<file path="config.mk">
export PLATFORM = sky130hd
export DESIGN_NAME = attn_row_score_engine
export DESIGN_NICKNAME = d
export VERILOG_FILES = /design/src/rtl/attn_row_score_engine.sv
export SDC_FILE = /design/constraint.sdc
export NUM_CORES = 1
export LEC_CHECK = 0
export BUFFER_PORTS_ARGS = -buffer_cell sky130_fd_sc_hd__buf_2
export CORE_MARGIN = 1.5
export CORE_UTILIZATION = 60
export DETAILED_ROUTE_END_ITERATION = 8
export PLACE_DENSITY = 0.76
export SYNTH_ARGS = -nofsm -noshare
export SYNTH_HDL_FRONTEND = slang
export SYNTH_SLANG_ARGS = --single-unit
</file>
<file path="constraint.sdc">
create_clock -name clk -period 9.4 [get_ports clk]
set_clock_uncertainty 0.05 [all_clocks]
set_input_delay 1.88 -clock clk [delete_from_list [all_inputs] [get_ports clk]]
set_output_delay 1.88 -clock clk [all_outputs]
set_load 0.005 [all_outputs]
</file>
<file path="src/rtl/attn_row_score_engine.sv">
`default_nettype none
// ============================================================================
// Module      : attn_row_score_engine
// Description : Accumulates N_FEAT signed Q*K products per attention score,
//               buffers N_ROW scaled scores while tracking the row maximum,
//               then streams (score - row_max) saturated to OW bits for the
//               downstream exponent/softmax stage.
// Ports       : clk, rst      - clock, synchronous active-high reset
//               s_q, s_k      - signed Q/K elements (Q0.DW-1)
//               s_vld, s_rdy  - input beat handshake
//               m_score       - saturated score - row_max (never positive)
//               m_max         - saturated row maximum, held during emit
//               m_last        - final score of the row
//               m_vld, m_rdy  - output handshake
// Revision    : 1.0 - initial release
// ============================================================================
module attn_row_score_engine #(
    parameter int DW       = 8,
    parameter int N_FEAT   = 4,
    parameter int N_ROW    = 4,
    parameter int SCALE_SH = 8,
    parameter int OW       = 8
) (
    input  logic          clk,
    input  logic          rst,
    input  logic [DW-1:0] s_q,
    input  logic [DW-1:0] s_k,
    input  logic          s_vld,
    output logic          s_rdy,
    output logic [OW-1:0] m_score,
    output logic [OW-1:0] m_max,
    output logic          m_last,
    output logic          m_vld,
    input  logic          m_rdy
);

    localparam int AW = 2*DW + $clog2(N_FEAT);
    localparam int FW = (N_FEAT > 1) ? $clog2(N_FEAT) : 1;
    localparam int RW = (N_ROW  > 1) ? $clog2(N_ROW)  : 1;

    localparam logic [0:0] S_ACCUM = 1'b0;
    localparam logic [0:0] S_EMIT  = 1'b1;

    // Clamp bounds expressed at the AW+1 bit width of the difference path.
    localparam logic signed [AW:0] c_sat_hi = {{(AW-OW+2){1'b0}}, {(OW-1){1'b1}}};
    localparam logic signed [AW:0] c_sat_lo = {{(AW-OW+2){1'b1}}, {(OW-1){1'b0}}};

    function automatic logic [OW-1:0] sat(input logic signed [AW:0] x);
        if (x > c_sat_hi)
            sat = c_sat_hi[OW-1:0];
        else if (x < c_sat_lo)
            sat = c_sat_lo[OW-1:0];
        else
            sat = x[OW-1:0];
    endfunction

    logic [0:0]            r_state;
    logic [0:0]            w_state_next;
    logic signed [AW-1:0]  r_acc;
    logic [FW-1:0]         r_feat_cnt;
    logic [RW-1:0]         r_row_cnt;
    logic [RW-1:0]         r_out_idx;
    logic signed [AW-1:0]  r_row_max;
    logic signed [AW-1:0]  r_score_buf [N_ROW];

    logic signed [2*DW-1:0] w_prod;
    logic signed [AW-1:0]   w_acc_next;
    logic signed [AW-1:0]   w_sc;
    logic signed [AW:0]     w_diff;
    logic signed [AW:0]     w_max_ext;
    logic                   w_beat;
    logic                   w_feat_done;
    logic                   w_row_done;
    logic                   w_out_hs;

    assign w_prod      = $signed(s_q) * $signed(s_k);
    assign w_acc_next  = r_acc + AW'(w_prod);
    // Score includes the product of the beat that completes it.
    assign w_sc        = w_acc_next >>> SCALE_SH;
    assign w_beat      = s_vld & s_rdy;
    assign w_feat_done = w_beat && (r_feat_cnt == FW'(N_FEAT-1));
    assign w_row_done  = w_feat_done && (r_row_cnt == RW'(N_ROW-1));
    assign w_out_hs    = m_vld & m_rdy;
    assign w_max_ext   = $signed({r_row_max[AW-1], r_row_max});
    assign w_diff      = $signed({r_score_buf[r_out_idx][AW-1], r_score_buf[r_out_idx]}) - w_max_ext;

    // State register
    always_ff @(posedge clk) begin
        if (rst)
            r_state <= S_ACCUM;
        else
            r_state <= w_state_next;
    end

    // Next-state logic
    always_comb begin
        w_state_next = r_state;
        case (r_state)
            S_ACCUM: if (w_row_done)          w_state_next = S_EMIT;
            S_EMIT:  if (w_out_hs && m_last)  w_state_next = S_ACCUM;
            default:                          w_state_next = S_ACCUM;
        endcase
    end

    // Output logic; everything is forced idle while reset is asserted.
    always_comb begin
        s_rdy   = !rst && (r_state == S_ACCUM);
        m_vld   = !rst && (r_state == S_EMIT);
        m_score = '0;
        m_max   = '0;
        m_last  = 1'b0;
        if (m_vld) begin
            m_score = sat(w_diff);
            m_max   = sat(w_max_ext);
            m_last  = (r_out_idx == RW'(N_ROW-1));
        end
    end

    // Accumulator, counters and running maximum
    always_ff @(posedge clk) begin
        if (rst) begin
            r_acc      <= '0;
            r_feat_cnt <= '0;
            r_row_cnt  <= '0;
            r_out_idx  <= '0;
            r_row_max  <= '0;
        end else begin
            if (w_beat) begin
                if (w_feat_done) begin
                    r_acc      <= '0;
                    r_feat_cnt <= '0;
                    r_row_cnt  <= w_row_done ? '0 : r_row_cnt + RW'(1);
                    // Strict compare: ties keep the earlier maximum.
                    if ((r_row_cnt == '0) || (w_sc > r_row_max))
                        r_row_max <= w_sc;
                end else begin
                    r_acc      <= w_acc_next;
                    r_feat_cnt <= r_feat_cnt + FW'(1);
                end
            end
            if (w_out_hs)
                r_out_idx <= m_last ? '0 : r_out_idx + RW'(1);
        end
    end

    // Score buffer; contents are don't-care after reset.
    always_ff @(posedge clk) begin
        if (w_feat_done)
            r_score_buf[r_row_cnt] <= w_sc;
    end

endmodule
`default_nettype wire
</file>
==> impl_metrics.env, run 1 <==
export IMPL_htreeDepth=3
export IMPL_cts_tree="done"
export IMPL_cp_end_kind="flip-flop"
export IMPL_worst_slew_pin_transition_ns=1.06
export IMPL_area_delta_synth_final_pct=9.30
export IMPL_slowest_delay_ns=0.82
export IMPL_synth_area_per_cell_um2=10.1
export IMPL_vias_per_cell=5.77
export IMPL_placementRows=39
export IMPL_finalMaxSlewViolations=0
export IMPL_synth_seq_cells=77
export IMPL_ys_warn_count=0
export IMPL_crit_path_frequent_cell="fa_1"
export IMPL_first_pass_iters=7
export IMPL_place_area_um2=7430
export IMPL_yosysSeqAreaShare=0.275
export IMPL_grt_overflow=0
export IMPL_clock_sinks=77
export IMPL_ant_nets=0
export IMPL_synth_flop_cell="edfxtp_1"
export IMPL_drc=0
export IMPL_status="complete, no violations"
export IMPL_cp_arrival_ns=8.52
export IMPL_synthCells=698
export IMPL_postCtsSetupBuffers=0
export IMPL_initial_core_util=0.617
export IMPL_grt_usage=0.250
export IMPL_fmax_mhz=119
export IMPL_cpLargestDelayFamily="adder cells"
export IMPL_rsz0062_at_grt="no"
export IMPL_cp_start_kind="input port"
export IMPL_drive_gt1_frac=0.104
export IMPL_worst_r2r_cell_count=25
export IMPL_num_io_pins=39
export IMPL_crit_slowest_cell="nor2_1"
export IMPL_gp_congestion=0.965
export IMPL_antenna_found_initial=0
export IMPL_postCtsHoldBufs=0
export IMPL_drt_first_iter_violations=306
export IMPL_crit_chain="buf_2 > and2_1 > fa_1 > fa_1 > fa_1 > fa_1 > ha_1 > ha_1 > a211o_1 > or2_2 > o21a_1 > xor2_1 > buf_4 > ha_1 > and4_1 > o21ai_0 > o2111ai_1 > a311oi_1 > nor2_1 > mux2i_1 > nor2_1"
export IMPL_netlist_cell_type_count=52
export IMPL_slew_headroom=0.291
export IMPL_die_area_um2=12400
export IMPL_fill_cells=849
export IMPL_dieWidth_um=112
export IMPL_vias=5116
export IMPL_crit_buf_inv=2
export IMPL_whs_ns=0.420
export IMPL_die_h_um=112
export IMPL_post_route_min_period_ns=8.38
export IMPL_critPathKind="in -> reg"
export IMPL_syn_area_um2=7070
export IMPL_io_buffers=38
export IMPL_clock_path_buffers=2
export IMPL_grt_max_degree=36
export IMPL_core_area_um2=11500
export IMPL_n_antenna_cell=0
export IMPL_grt_pass1_vias=5290
export IMPL_routedWlPerCell_um=16.6
export IMPL_cts_buffers_inserted=9
export IMPL_grt_pass1_wl_um=25100
export IMPL_insertion_delay_ns=0.33
export IMPL_min_delay_path_depth=2
export IMPL_final_area_um2=7730
export IMPL_synthArstFlopShare=0
export IMPL_setup_viol=0
export IMPL_finish_net_count=907
export IMPL_cp_required_ns=9.54
export IMPL_dpl_hpwl_um=11900
export IMPL_synth_nets=867
export IMPL_drt_wl_total_um=14700
export IMPL_cts_repair_resized=0
export IMPL_drv_cap=0
export IMPL_path_max_fanout=13
export IMPL_setup_tns_ns=0
export IMPL_hold_viol=0
export IMPL_fin_crit_sh=0.891
export IMPL_cts_root_buf="clkbuf_16"
export IMPL_worst_path_stages=21
export IMPL_hp_class="reg -> reg"
export IMPL_synth_edff_count=40
export IMPL_path_clk_slew_ns=0.06
## area by class of cell
cell class	instances	area, µm²	share of cell area
Clock buffer	11	243	0.0314
Clock inverter	5	58.8	0.00761
Inverter	111	417	0.0539
Timing Repair Buffer	44	235	0.0304
Tap cell	143	179	0.0231
Multi-Input combinational cell	495	4660	0.602
Sequential cell	77	1940	0.251
## cells in the mapped netlist (9+ instances only)
master | number | area, µm²
a21oi_1 | 42 | 210
a22oi_1 | 9 | 67.6
and2_1 | 32 | 200
and3_1 | 9 | 56.3
clkbuf_1 | 13 | 48.8
dfxtp_1 | 37 | 741
edfxtp_1 | 40 | 1200
fa_1 | 81 | 1620
ha_1 | 68 | 851
inv_1 | 111 | 417
mux4_2 | 10 | 225
nand2_1 | 56 | 210
nor2_1 | 52 | 195
o21a_1 | 9 | 67.6
o21ai_0 | 15 | 75.1
xnor2_1 | 14 | 123
## sequential cells by signal (all words and copies together), names as in the netlist, named ones only
signal	cells
r_out_idx	2
r_acc	18
r_row_cnt	2
r_row_max	10
r_score_buf	40
r_feat_cnt	2
r_state	1
## cell usage in the layout, fill, tap and decap left out, drive strengths merged, types with 23 or more instances in the layout
cell type and n:
a21oi 42, and2 32, buf 44, dfxtp 37
edfxtp 40, fa 81, ha 68, inv 112
nand2 56, nor2 52, o21ai 23
## kinds of logic (layout without fill, tap and decap cells)
| logic type | Yosys count | in the layout | share of synthesized area |
|---|---|---|---|
| and+or+nand+nor | 189 | 189 | 0.131 |
| muxes | 17 | 17 | 0.0419 |
| xor gates and xnor gates | 17 | 17 | 0.0211 |
| adders and majority gates | 149 | 149 | 0.350 |
| DFF | 77 | 77 | 0.275 |
| buffers and inverters | 126 | 171 | 0.0670 |
| AOI/OAI and AO/OA | 123 | 123 | 0.115 |
## per-stage QoR
stage | utilization | std cells | setup WS [ns]
after floorplan | - | 698 | 1.27
after global placement | 0.648 | 870 | 0.938
after detailed placement | 0.648 | 870 | 0.730
after CTS | 0.674 | 886 | 1.02
after global routing | 0.674 | 886 | 0.557
final | 0.674 | 886 | 1.02
## tightest hold or removal path, stage by stage (launching register included)
cell,delay (ns)
dfxtp_1,0.31
nand2_1,0.05
a21oi_1,0.05
## routing by layer
layer  share of wire  GRT usage  vias up
met2            0.50      0.426      148
met3           0.043     0.0310       17
met5               0          0        -
li1                -          -     2421
met4           0.015     0.0675        0
met1            0.44      0.343     2530
## final timing paths
path / slack (ns) / endpoint / start
min reg2reg: 0.42 / r_acc[1] / r_acc[1]
max reg2reg: 2.57 / r_row_max[0] / r_acc[4]
max: 1.02 / r_row_max[0] / s_k[1]
min: 0.42 / r_acc[1] / r_acc[1]
Power of run 1 is left out: the tool's default activity adds up to more than one toggle a clock period on the data nets, which glitch-free logic cannot reach.
==> run 2: changes to the inputs <==
--- a/config.mk
+++ b/config.mk
@@ -10,6 +10,7 @@
 export CORE_UTILIZATION = 60
 export DETAILED_ROUTE_END_ITERATION = 8
 export PLACE_DENSITY = 0.76
+export RECOVER_POWER = 100
 export SYNTH_ARGS = -nofsm -noshare
 export SYNTH_HDL_FRONTEND = slang
 export SYNTH_SLANG_ARGS = --single-unit
==> run 2 against run 1 <==
The flow now finishes with violations (max-capacitance violations, max-slew violations). Wire length grew 0.13%. Sequential share of layout area is 0.077 points higher. Via count grew 0.43%. Worst hold slack about the same. Setup slack worse by 0.28 ns. Critical path depth is the same. Global-route usage unchanged. Sequential cell count did not move. Register-to-register slack worse by 0.12 ns. Cell count is the same. Largest cell class unchanged. Highest routed layer unchanged.
==> impl_metrics.env, run 2 (synthesis results as in run 1) <==
export IMPL_cts_root_buf="clkbuf_16"
export IMPL_rsz0062_at_grt="no"
export IMPL_worst_slew_pin_transition_ns=1.61
export IMPL_grt_pass1_wl_um=25100
export IMPL_initial_core_util=0.617
export IMPL_cts_repair_resized=0
export IMPL_seqCellArea_um2=1940
export IMPL_fmax_mhz=116
export IMPL_num_io_pins=39
export IMPL_fin_crit_sh=0.921
export IMPL_postCtsHoldBufs=0
export IMPL_crit_slowest_cell="nor2_1"
export IMPL_failed_checks="max-capacitance violations, max-slew violations"
export IMPL_status="complete, but fails checks"
export IMPL_fill_cells=859
export IMPL_final_cell_mix="inv_1, fa_1, ha_1"
export IMPL_cpLargestDelayFamily="adder cells"
export IMPL_regMostFlops="r_score_buf"
export IMPL_hp_class="reg -> reg"
export IMPL_drt_wl_total_um=14700
export IMPL_crit_chain="clkbuf_1 > and2_1 > fa_1 > fa_1 > fa_1 > fa_1 > ha_1 > ha_1 > a211o_1 > or2_2 > o21a_1 > xor2_1 > clkbuf_1 > ha_1 > and4_1 > o21ai_0 > o2111ai_1 > a311oi_1 > nor2_1 > mux2i_1 > nor2_1"
export IMPL_dieWidth_um=112
export IMPL_vias_per_cell=5.80
export IMPL_layout_commonest_cell="inv_1"
export IMPL_cp_arrival_ns=8.76
export IMPL_drive_gt1_frac=0.0861
export IMPL_clock_sinks=77
export IMPL_io_buffers=38
export IMPL_insertion_delay_ns=0.33
export IMPL_dpl_hpwl_um=11900
export IMPL_grt_overflow=0
export IMPL_ant_nets=0
export IMPL_largest_reg_flops=40
export IMPL_slew_headroom=-0.0757
export IMPL_cts_tree="done"
export IMPL_clock_path_buffers=2
export IMPL_hold_viol=0
export IMPL_first_pass_iters=6
export IMPL_finalMaxSlewViolations=36
export IMPL_routedWlPerCell_um=16.6
export IMPL_setup_tns_ns=0
export IMPL_htreeDepth=3
export IMPL_n_antenna_cell=0
export IMPL_cp_end_kind="flip-flop"
export IMPL_antenna_found_initial=0
export IMPL_path_max_fanout=13
export IMPL_critPathKind="in -> reg"
export IMPL_die_area_um2=12400
export IMPL_critPathLaunch="s_k[1]"
export IMPL_core_area_um2=11500
export IMPL_die_h_um=112
export IMPL_gp_congestion=0.965
export IMPL_cp_required_ns=9.51
export IMPL_grt_usage=0.250
export IMPL_crit_path_frequent_cell="fa_1"
export IMPL_crit_buf_inv=2
export IMPL_postCtsSetupBuffers=0
export IMPL_drc=0
export IMPL_vias=5138
export IMPL_setup_viol=0
export IMPL_area_delta_synth_final_pct=8.97
export IMPL_post_route_min_period_ns=8.65
export IMPL_path_clk_slew_ns=0.06
export IMPL_reg2reg_from="r_acc[4]"
export IMPL_cp_start_kind="input port"
export IMPL_placementRows=39
export IMPL_cts_buffers_inserted=9
export IMPL_multi_input_comb_area_um2=4660
export IMPL_drv_cap=1
export IMPL_finish_net_count=907
export IMPL_drt_first_iter_violations=314
export IMPL_grt_pass1_vias=5290
export IMPL_reg_top3="r_score_buf x40, r_acc x18, r_row_max x10"
export IMPL_hp_start="r_acc[1]"
export IMPL_grt_max_degree=36
export IMPL_slowest_delay_ns=0.83
[run 2: cell types whose count changed in the layout (fill, tap and decap cells not counted), sizes merged]
cell | before | now
clkbuf | 11 | 35
buf | 44 | 20
[run 2: stage by stage]
stage | utilization | std cells | worst slack (ns) | instance area (µm²) | hold slack (ns)
4_1_cts | 0.674 | 886 | 1.02 | 7730 | 0.420
6_report | 0.672 | 886 | 0.747 | 7710 | 0.420
5_1_grt | 0.672 | 886 | 0.290 | 7710 | 0.430
3_3_place_gp | 0.648 | 870 | 0.938 | 7430 | 0.395
3_5_place_dp | 0.648 | 870 | 0.730 | 7430 | 0.407
2_1_floorplan | - | 698 | 1.27 | 7070 | 0.382
[run 2: metal layers]
layer  vias to the layer above  wire [µm]  track usage
li1                       2419          -            -
met2                       161       7350        0.426
met1                      2539       6430        0.343
met3                        19        724       0.0310
met5                         -          0            0
met4                         0        223       0.0675
[run 2: final cells by class]
| cell class | instances | share of cell area |
|---|---|---|
| multi-input combinational | 495 | 0.604 |
| tap | 143 | 0.0232 |
| inverter | 111 | 0.0541 |
| timing repair buffer | 44 | 0.0274 |
| clock buffer | 11 | 0.0315 |
| sequential | 77 | 0.252 |
| clock inverter | 5 | 0.00763 |
[run 2: final timing paths]
kind | slack, ns | to | cells after the start
hold reg to reg | 0.42 | r_acc[1] | 2
hold / removal | 0.42 | r_acc[1] | 2
setup reg to reg | 2.45 | r_row_max[0] | 26
setup / recovery | 0.75 | r_row_max[0] | 21
[run 2: worst min-delay path: stages (launching register included)]
cell and delay, ns:
dfxtp_1 0.31, nand2_1 0.05, a21oi_1 0.05
Power of run 2 is left out for the same reason.
==> run 3: changes to the inputs <==
--- a/config.mk
+++ b/config.mk
@@ -9,6 +9,7 @@
 export CORE_MARGIN = 1.5
 export CORE_UTILIZATION = 60
 export DETAILED_ROUTE_END_ITERATION = 8
+export MAX_ROUTING_LAYER = met4
 export PLACE_DENSITY = 0.76
 export RECOVER_POWER = 100
 export SYNTH_ARGS = -nofsm -noshare
==> run 3 against run 2 <==
The flow still finishes with violations (max-capacitance violations, max-slew violations). Via count decreased by 1.8%. Global-route usage is 0.70 points higher. Cell count unchanged. Clock-buffer cell count decreased by 2.
==> impl_metrics.env, run 3 (synthesis results as in run 1) <==
export IMPL_crit_chain="clkbuf_1 > and2_1 > fa_1 > fa_1 > fa_1 > fa_1 > ha_1 > ha_1 > a211o_1 > or2_2 > o21a_1 > o311ai_1 > clkbuf_1 > ha_1 > and3_1 > nand4_1 > a311oi_1 > nor2_1 > mux2i_1 > nor2_1"
export IMPL_finish_net_count=907
export IMPL_drive_gt1_frac=0.0875
export IMPL_grt_max_degree=36
export IMPL_postCtsHoldBufs=0
export IMPL_antenna_found_initial=0
export IMPL_crit_path_frequent_cell="fa_1"
export IMPL_clock_path_buffers=2
export IMPL_initial_core_util=0.617
export IMPL_cts_repair_resized=0
export IMPL_grt_pass1_vias=5232
export IMPL_io_buffers=38
export IMPL_cp_required_ns=9.51
export IMPL_final_area_um2=7690
export IMPL_vias=5047
export IMPL_dpl_hpwl_um=11600
export IMPL_reg_top3="r_score_buf x40, r_acc x18, r_row_max x10"
export IMPL_hold_viol=0
export IMPL_drt_first_iter_violations=280
export IMPL_insertion_delay_ns=0.34
export IMPL_setup_tns_ns=0
export IMPL_slowest_delay_ns=0.81
export IMPL_n_antenna_cell=0
export IMPL_multi_input_comb_area_um2=4660
export IMPL_finalMaxSlewViolations=36
export IMPL_regMostFlops="r_score_buf"
export IMPL_cp_start_kind="input port"
export IMPL_cts_tree="done"
export IMPL_grt_pass1_wl_um=24900
export IMPL_die_h_um=112
export IMPL_crit_slowest_cell="nor2_1"
export IMPL_ant_nets=0
export IMPL_path_clk_slew_ns=0.06
export IMPL_critPathKind="in -> reg"
export IMPL_crit_buf_inv=2
export IMPL_failed_checks="max-capacitance violations, max-slew violations"
export IMPL_postCtsSetupBuffers=0
export IMPL_htreeDepth=3
export IMPL_drt_wl_total_um=14300
export IMPL_vias_per_cell=5.70
export IMPL_first_pass_iters=5
export IMPL_drv_cap=1
export IMPL_setup_ws_ns=0.689
export IMPL_layout_commonest_cell="inv_1"
export IMPL_gp_congestion=0.947
export IMPL_path_max_fanout=13
export IMPL_fin_crit_sh=0.927
export IMPL_core_area_um2=11500
export IMPL_die_area_um2=12400
export IMPL_rsz0062_at_grt="no"
export IMPL_cts_buffers_inserted=9
export IMPL_grt_overflow=0
export IMPL_drc=0
export IMPL_clock_sinks=77
export IMPL_post_route_min_period_ns=8.71
export IMPL_area_delta_synth_final_pct=8.77
export IMPL_place_area_um2=7430
export IMPL_seqCellArea_um2=1940
export IMPL_cpLargestDelayFamily="adder cells"
export IMPL_num_io_pins=39
export IMPL_final_cell_mix="inv_1, fa_1, ha_1"
export IMPL_cp_end_kind="flip-flop"
export IMPL_cp_arrival_ns=8.82
export IMPL_status="complete, but fails checks"
export IMPL_slew_headroom=-0.137
export IMPL_dp_cells=870
export IMPL_dieWidth_um=112
export IMPL_placementRows=39
export IMPL_fmax_mhz=115
export IMPL_place_ws_ns=0.748
export IMPL_setup_viol=0
export IMPL_fin_cells=886
export IMPL_grt_usage=0.257
export IMPL_worst_slew_pin_transition_ns=1.71
export IMPL_routedWlPerCell_um=16.2
export IMPL_hp_class="reg -> reg"
export IMPL_cts_root_buf="clkbuf_16"
export IMPL_fill_cells=856
export IMPL_largest_reg_flops=40
-- run 3: final timing paths --
| path | depth (start not counted) | slack [ns] | end | start |
|---|---|---|---|---|
| max | 20 | 0.69 | r_row_max[8] | s_k[1] |
| min | 2 | 0.41 | r_acc[4] | r_acc[4] |
| max reg2reg | 26 | 2.55 | r_row_max[8] | r_acc[4] |
| min reg2reg | 2 | 0.41 | r_acc[4] | r_acc[4] |
-- run 3: stage by stage --
| stage | utilization | hold WS, ns |
|---|---|---|
| floorplan | - | 0.382 |
| global placement | 0.648 | 0.393 |
| detailed placement | 0.648 | 0.399 |
| CTS | 0.673 | 0.409 |
| global route | 0.671 | 0.435 |
| finish | 0.671 | 0.410 |
-- run 3: layout make-up --
class | count | area share
clock buffers | 9 | 0.0293
clock inverters | 7 | 0.00846
inverters | 111 | 0.0542
multi-input cells | 495 | 0.605
flip-flops and latches | 77 | 0.252
well taps | 143 | 0.0233
repair buffers | 44 | 0.0272
-- run 3: tightest hold or removal path, cell delays in order, from the launching register on --
cell and delay, ns:
dfxtp_1 0.31, nand2_1 0.05, a21oi_1 0.05
-- run 3: routing by layer --
| layer | global-route usage | vias up | share of wire |
|---|---|---|---|
| met3 | 0.0289 | 17 | 0.037 |
| met5 | - | - | 0 |
| li1 | - | 2433 | - |
| met4 | 0.0667 | 0 | 0.014 |
| met2 | 0.431 | 121 | 0.50 |
| met1 | 0.339 | 2476 | 0.45 |
Power of run 3 is left out for the same reason.
